--- src/rtl/pipeline_hazard_ctrl.sv ---
// Hazard controller for the in-order pipeline: a shifting scoreboard of in-flight
// destinations drives the interlock, EX forward selects, redirect flush and counters.

module pipeline_hazard_src #(
  parameter int REG_AW   = 5,
  parameter int DEPTH    = 3,
  parameter int FWD_EN   = 1,
  parameter int LOAD_LAT = 2,
  parameter int FSEL_W   = 2
) (
  input  logic [REG_AW-1:0]            src,
  input  logic                         used,
  input  logic [DEPTH-1:0]             sb_v,
  input  logic [DEPTH-1:0]             sb_wr,
  input  logic [DEPTH-1:0]             sb_ld,
  input  logic [DEPTH-1:0][REG_AW-1:0] sb_rd,
  output logic                         haz,
  output logic [FSEL_W-1:0]            fsel
);
  logic hit, hit_ld;
  int   hit_idx;

  always_comb begin
    hit = 1'b0;
    hit_ld = 1'b0;
    hit_idx = 0;
    // scan oldest to youngest so the youngest producer is the one kept
    for (int i = DEPTH-1; i >= 0; i--) begin
      if (used && src != '0 && sb_v[i] && sb_wr[i] && sb_rd[i] == src) begin
        hit = 1'b1;
        hit_ld = sb_ld[i];
        hit_idx = i;
      end
    end
    haz = 1'b0;
    fsel = '0;
    if (hit && hit_idx < DEPTH-1) begin
      if (FWD_EN == 0 || (hit_ld && hit_idx < LOAD_LAT-1)) haz = 1'b1;
      else fsel = FSEL_W'(hit_idx + 1);
    end
  end
endmodule

module pipeline_hazard_ctrl #(
  parameter int REG_AW       = 5,
  parameter int DEPTH        = 3,
  parameter int FWD_EN       = 1,
  parameter int LOAD_LAT     = 2,
  parameter int REDIRECT_STG = 1,
  parameter int CNT_W        = 16,
  parameter int FSEL_W       = $clog2(DEPTH+1)
) (
  input  logic              clk,
  input  logic              rst,
  input  logic              id_valid,
  input  logic [REG_AW-1:0] id_rs1,
  input  logic [REG_AW-1:0] id_rs2,
  input  logic              id_rs1_used,
  input  logic              id_rs2_used,
  input  logic [REG_AW-1:0] id_rd,
  input  logic              id_regwrite,
  input  logic              id_is_load,
  input  logic              redirect,
  output logic              en_IF,
  output logic              en_IFID,
  output logic              nop_IFID,
  output logic              nop_IDEX,
  output logic [FSEL_W-1:0] fwd_rs1_EX,
  output logic [FSEL_W-1:0] fwd_rs2_EX,
  output logic [CNT_W-1:0]  stall_cnt,
  output logic [CNT_W-1:0]  flush_cnt,
  output logic              busy
);
  logic [DEPTH-1:0]             v_q, v_d, wr_q, wr_d, ld_q, ld_d;
  logic [DEPTH-1:0][REG_AW-1:0] rd_q, rd_d;
  logic [FSEL_W-1:0]            fwd_rs1_q, fwd_rs1_d, fwd_rs2_q, fwd_rs2_d;
  logic [CNT_W-1:0]             stall_cnt_q, stall_cnt_d, flush_cnt_q, flush_cnt_d;
  logic [1:0][REG_AW-1:0]       src;
  logic [1:0]                   src_used, haz;
  logic [1:0][FSEL_W-1:0]       fsel;
  logic                         stall;

  assign src      = {id_rs2, id_rs1};
  assign src_used = {id_rs2_used, id_rs1_used};

  for (genvar s = 0; s < 2; s++) begin : g_src
    pipeline_hazard_src #(
      .REG_AW(REG_AW), .DEPTH(DEPTH), .FWD_EN(FWD_EN),
      .LOAD_LAT(LOAD_LAT), .FSEL_W(FSEL_W)
    ) u_src (
      .src(src[s]), .used(src_used[s]),
      .sb_v(v_q), .sb_wr(wr_q), .sb_ld(ld_q), .sb_rd(rd_q),
      .haz(haz[s]), .fsel(fsel[s])
    );
  end

  assign stall = id_valid && (|haz) && !redirect;

  always_comb begin
    en_IF = 1'b1;
    en_IFID = 1'b1;
    nop_IFID = 1'b0;
    nop_IDEX = 1'b0;
    if (!rst || redirect) begin
      nop_IFID = 1'b1;
      nop_IDEX = 1'b1;
    end else if (stall) begin
      en_IF = 1'b0;
      en_IFID = 1'b0;
      nop_IDEX = 1'b1;
    end
  end

  always_comb begin
    v_d = v_q;
    wr_d = wr_q;
    ld_d = ld_q;
    rd_d = rd_q;
    for (int i = 1; i < DEPTH; i++) begin
      v_d[i]  = v_q[i-1];
      wr_d[i] = wr_q[i-1];
      ld_d[i] = ld_q[i-1];
      rd_d[i] = rd_q[i-1];
    end
    v_d[0]  = id_valid && !stall && !redirect;
    wr_d[0] = id_regwrite && id_rd != '0;
    ld_d[0] = id_is_load;
    rd_d[0] = id_rd;
    // everything younger than the redirecting instruction is squashed
    if (redirect)
      for (int i = 0; i < DEPTH; i++)
        if (i <= REDIRECT_STG) v_d[i] = 1'b0;
    fwd_rs1_d = v_d[0] ? fsel[0] : '0;
    fwd_rs2_d = v_d[0] ? fsel[1] : '0;
    stall_cnt_d = stall_cnt_q;
    flush_cnt_d = flush_cnt_q;
    if (stall && !(&stall_cnt_q))    stall_cnt_d = stall_cnt_q + CNT_W'(1);
    if (redirect && !(&flush_cnt_q)) flush_cnt_d = flush_cnt_q + CNT_W'(1);
  end

  always_ff @(posedge clk) begin
    if (!rst) begin
      v_q <= '0;
      wr_q <= '0;
      ld_q <= '0;
      rd_q <= '0;
      fwd_rs1_q <= '0;
      fwd_rs2_q <= '0;
      stall_cnt_q <= '0;
      flush_cnt_q <= '0;
    end else begin
      v_q <= v_d;
      wr_q <= wr_d;
      ld_q <= ld_d;
      rd_q <= rd_d;
      fwd_rs1_q <= fwd_rs1_d;
      fwd_rs2_q <= fwd_rs2_d;
      stall_cnt_q <= stall_cnt_d;
      flush_cnt_q <= flush_cnt_d;
    end
  end

  assign fwd_rs1_EX = fwd_rs1_q;
  assign fwd_rs2_EX = fwd_rs2_q;
  assign stall_cnt  = stall_cnt_q;
  assign flush_cnt  = flush_cnt_q;
  assign busy       = rst && (|v_q);
endmodule

--- config.mk ---
export PLATFORM = sky130hd
export DESIGN_NAME = pipeline_hazard_ctrl
export DESIGN_NICKNAME = d
export VERILOG_FILES = /design/src/rtl/pipeline_hazard_ctrl.sv
export SDC_FILE = /design/constraint.sdc
export NUM_CORES = 1
export LEC_CHECK = 0
export CAP_MARGIN = 30
export CORE_MARGIN = 2
export CORE_UTILIZATION = 45
export CTS_CLUSTER_SIZE = 25
export DETAILED_ROUTE_END_ITERATION = 8
export GPL_TIMING_DRIVEN = 0
export PLACE_DENSITY_LB_ADDON = 0.1
export SKIP_CTS_REPAIR_TIMING = 1
export SYNTH_ARGS = -nofsm -noshare
export SYNTH_HDL_FRONTEND = slang
export SYNTH_SLANG_ARGS = --single-unit
--- constraint.sdc ---
create_clock -name clk -period 7.7 [get_ports clk]
set_clock_uncertainty 0.1 [all_clocks]
set_input_delay 1.54 -clock clk [delete_from_list [all_inputs] [get_ports clk]]
set_output_delay 1.54 -clock clk [all_outputs]
set_load 0.05 [all_outputs]
==> impl_metrics.yaml <==
sta:
  final_max_slew_viol_count: 0
  worst_pin_slew_ps: 590.6
  finalSetupViolations: 0
  finalHoldViolCount: 0
  fin_crit_sh_pct: 91.48
  rsz0062_at_grt: "no"
  fin_tns_setup_ps: 0
  relSlewSlack_pct: 60.62
  clock.fmax_mhz: 142.0
  min_period_ps: 7044
  setup_slack_ps: 655.9
logic_synthesis:
  synth_area_per_cell_um2: 8.969
  synth_cell_types: 43
  synth.largest_area_cell: "dfxtp_1"
  synth_area_leaders: "dfxtp_1, xor2_1, xnor2_1, and2_1, or4_1"
  synthDominantCellAreaShare_pct: 41.03
  synth-main-ff-cell: "dfxtp_1"
  synth_cells: 321
  syn_nets: 348
  synthArstFlopShare_pct: 0
  synth_edf_count: 0
  yosys_warnings: 0
  ys_ff_latch: 59
  syn_area_mm2: 0.002879
  seq_area_frac_synth_pct: 41.03
die:
  dieArea_mm2: 0.007053
  start_util_pct: 45.86
  top_level_ports: 64
  rows: 29
  core_mm2: 0.006277
  die_w_um: 83.99
  die_h_um: 83.99
worst_hold_path:
  hold_start: "stall_cnt[14]"
  min-delay-path-class: "reg -> reg"
  holdPathStages: 2
  holdPathEnd: "stall_cnt[14]"
setup_path:
  reg2reg_slack_ps: 4580
  critPathArrivalTime_ps: 5400
  r2r_cells: 12
  reg2reg_from: "rd_d[8]"
  criticalPathCategory: "in -> out"
  crit_path_start_kind: "input pin"
  end_kind: "output pin"
  reg2reg_to: "stall_cnt[6]"
  worstPathRequired_ps: 6060
  path_max_fanout: 10
route:
  drc: 0
  wl_met2_um: 2995
  avgViaCountPerCell: 5.401
  first_pass_iters: 4
  vias: 2571
  met3_wirelength_um: 336
  met1Wirelength_um: 3409
  postRouteAntennaNets: 0
  top_layer_used: "met4"
  drtIter0Drc: 121
  wl_um: 6808
  wl_per_cell_um: 14.30
cells_and_area:
  syn2layout_area_growth_pct: 31.46
  diodes: 0
  drive_gt1_share_pct: 6.767
  mostFrequentLayoutCell: "clkdlybuf4s50_1"
  nets: 422
  final_cell_mix: "clkdlybuf4s50_1, dfxtp_1, xor2_1, nand2_1, and2_1"
pwr:
  power_density_mw_per_mm2: 166.9
  power_leakage_nw: 1.363
  irDropWorstVdd_mv: 0.1010
clock_network:
  cts_sinks: 59
  cts.clk_slew.worst_paths_ps: 70
  cts.path.max_buffers: 2
  clk_latency_ps: 330
  cts-buffers-inserted: 9
  root_buffer: "clkbuf_8"
  htree_num_levels: 3
  cts_tree: "built"
job:
  maxCapViolCount: 0
global_route:
  first_global_vias: 2482
  grt_pass1_wl_um: 11650
  antenna_found_initial: 0
  grt_max_degree: 11
  grt_util_all_layers_pct: 20.67
  grt-ovfl-total: 0
placement:
  gp_congestion: 0.8801
  pre_cts_ws_ps: 680.8
  portBuffers: 63
  hpwl_um: 5086
status:
  status: "complete, no violations"
==> cells in the mapped netlist, drive strengths merged (6+ instances only) <==
master and n:
nand3 16, and3 11, dfxtp 59, xnor2 18, o21ai 6, xor2 25, a21oi 16, clkbuf 10
nand2 25, and2 22, nor2 20, o31ai 14, and4 7, nand4 12, or4 16
==> critical path, stage by stage <==
cell and delay, ps:
clkdlybuf4s50_1 520, or4_1 610, o21ai_0 230, o21ba_1 210, nand3_1 100, ha_1 180
nand2_1 60, or3_1 320, o21ai_2 90, o31ai_2 120, buf_6 150, buf_4 160
or2_2 290, buf_4 130, clkdlybuf4s50_1 680
==> power breakdown <==
group | internal (mW) | total, mW | switching (mW)
Sequential | 0.311 | 0.318 | 0.00670
Combinational | 0.0274 | 0.0601 | 0.0327
Clock | 0.140 | 0.254 | 0.113
Total | 0.479 | 0.632 | 0.153
==> how the worst max path moves through the flow <==
stage / endpoint / from
floorplan: en_IFID / id_rs2[1]
global placement: en_IFID / id_rs2[2]
detailed placement: en_IFID / id_rs2[2]
CTS: en_IFID / id_rs2[2]
global route: en_IFID / id_rs2[2]
finish: en_IFID / id_rs2[2]
==> sequential cells by signal (all words and copies together), names as in the netlist <==
register    count
stall_cnt      16
ld_q            2
v_q             3
rd_d           10
rd_q            5
wr_q            3
fwd_rs1_EX      2
fwd_rs2_EX      2
flush_cnt      16
==> stage by stage <==
| step | hold slack [ps] | std cells | area (um2) | utilization [%] | power, mW |
|---|---|---|---|---|---|
| after CTS | 397.2 | 476 | 3785 | 60.30 | 0.6391 |
| final | 399.1 | 476 | 3785 | 60.30 | 0.6317 |
| after floorplan | 345.4 | 321 | 2879 | - | 0.3557 |
| after detailed placement | 384.5 | 461 | 3606 | 57.44 | 0.3843 |
| after global placement | 374.7 | 461 | 3606 | 57.44 | 0.3833 |
| after global routing | 407.2 | 476 | 3785 | 60.30 | 0.6591 |
==> layout make-up <==
type	instances	area [um2]
buffer	14	75.07
tap	77	96.34
multi-input combinational	243	1604
inverter	5	18.77
sequential	59	1181
clock inverter	2	10.01
timing repair buffer	63	630.6
clock buffer	13	168.9
fill	576	2492
==> metal layers <==
metal | track usage, % | up-vias
li1 | - | 1302
met1 | 27.64 | 1202
met2 | 31.20 | 60
met3 | 6.231 | 7
met4 | 8.211 | 0
met5 | 0 | -
==> cells by family after synthesis <==
| kind of cell | after synthesis | share of synthesized area [%] |
|---|---|---|
| buffers and inverters | 19 | 3.259 |
| AOI/OAI and AO/OA | 46 | 10.91 |
| xor gates and xnor gates | 43 | 13.08 |
| DFF | 59 | 41.03 |
| and+or+nand+nor | 148 | 29.25 |
| muxes | 2 | 0.7388 |
| adders and majority gates | 4 | 1.738 |
No activity file was read; power rests on OpenSTA's default activity.
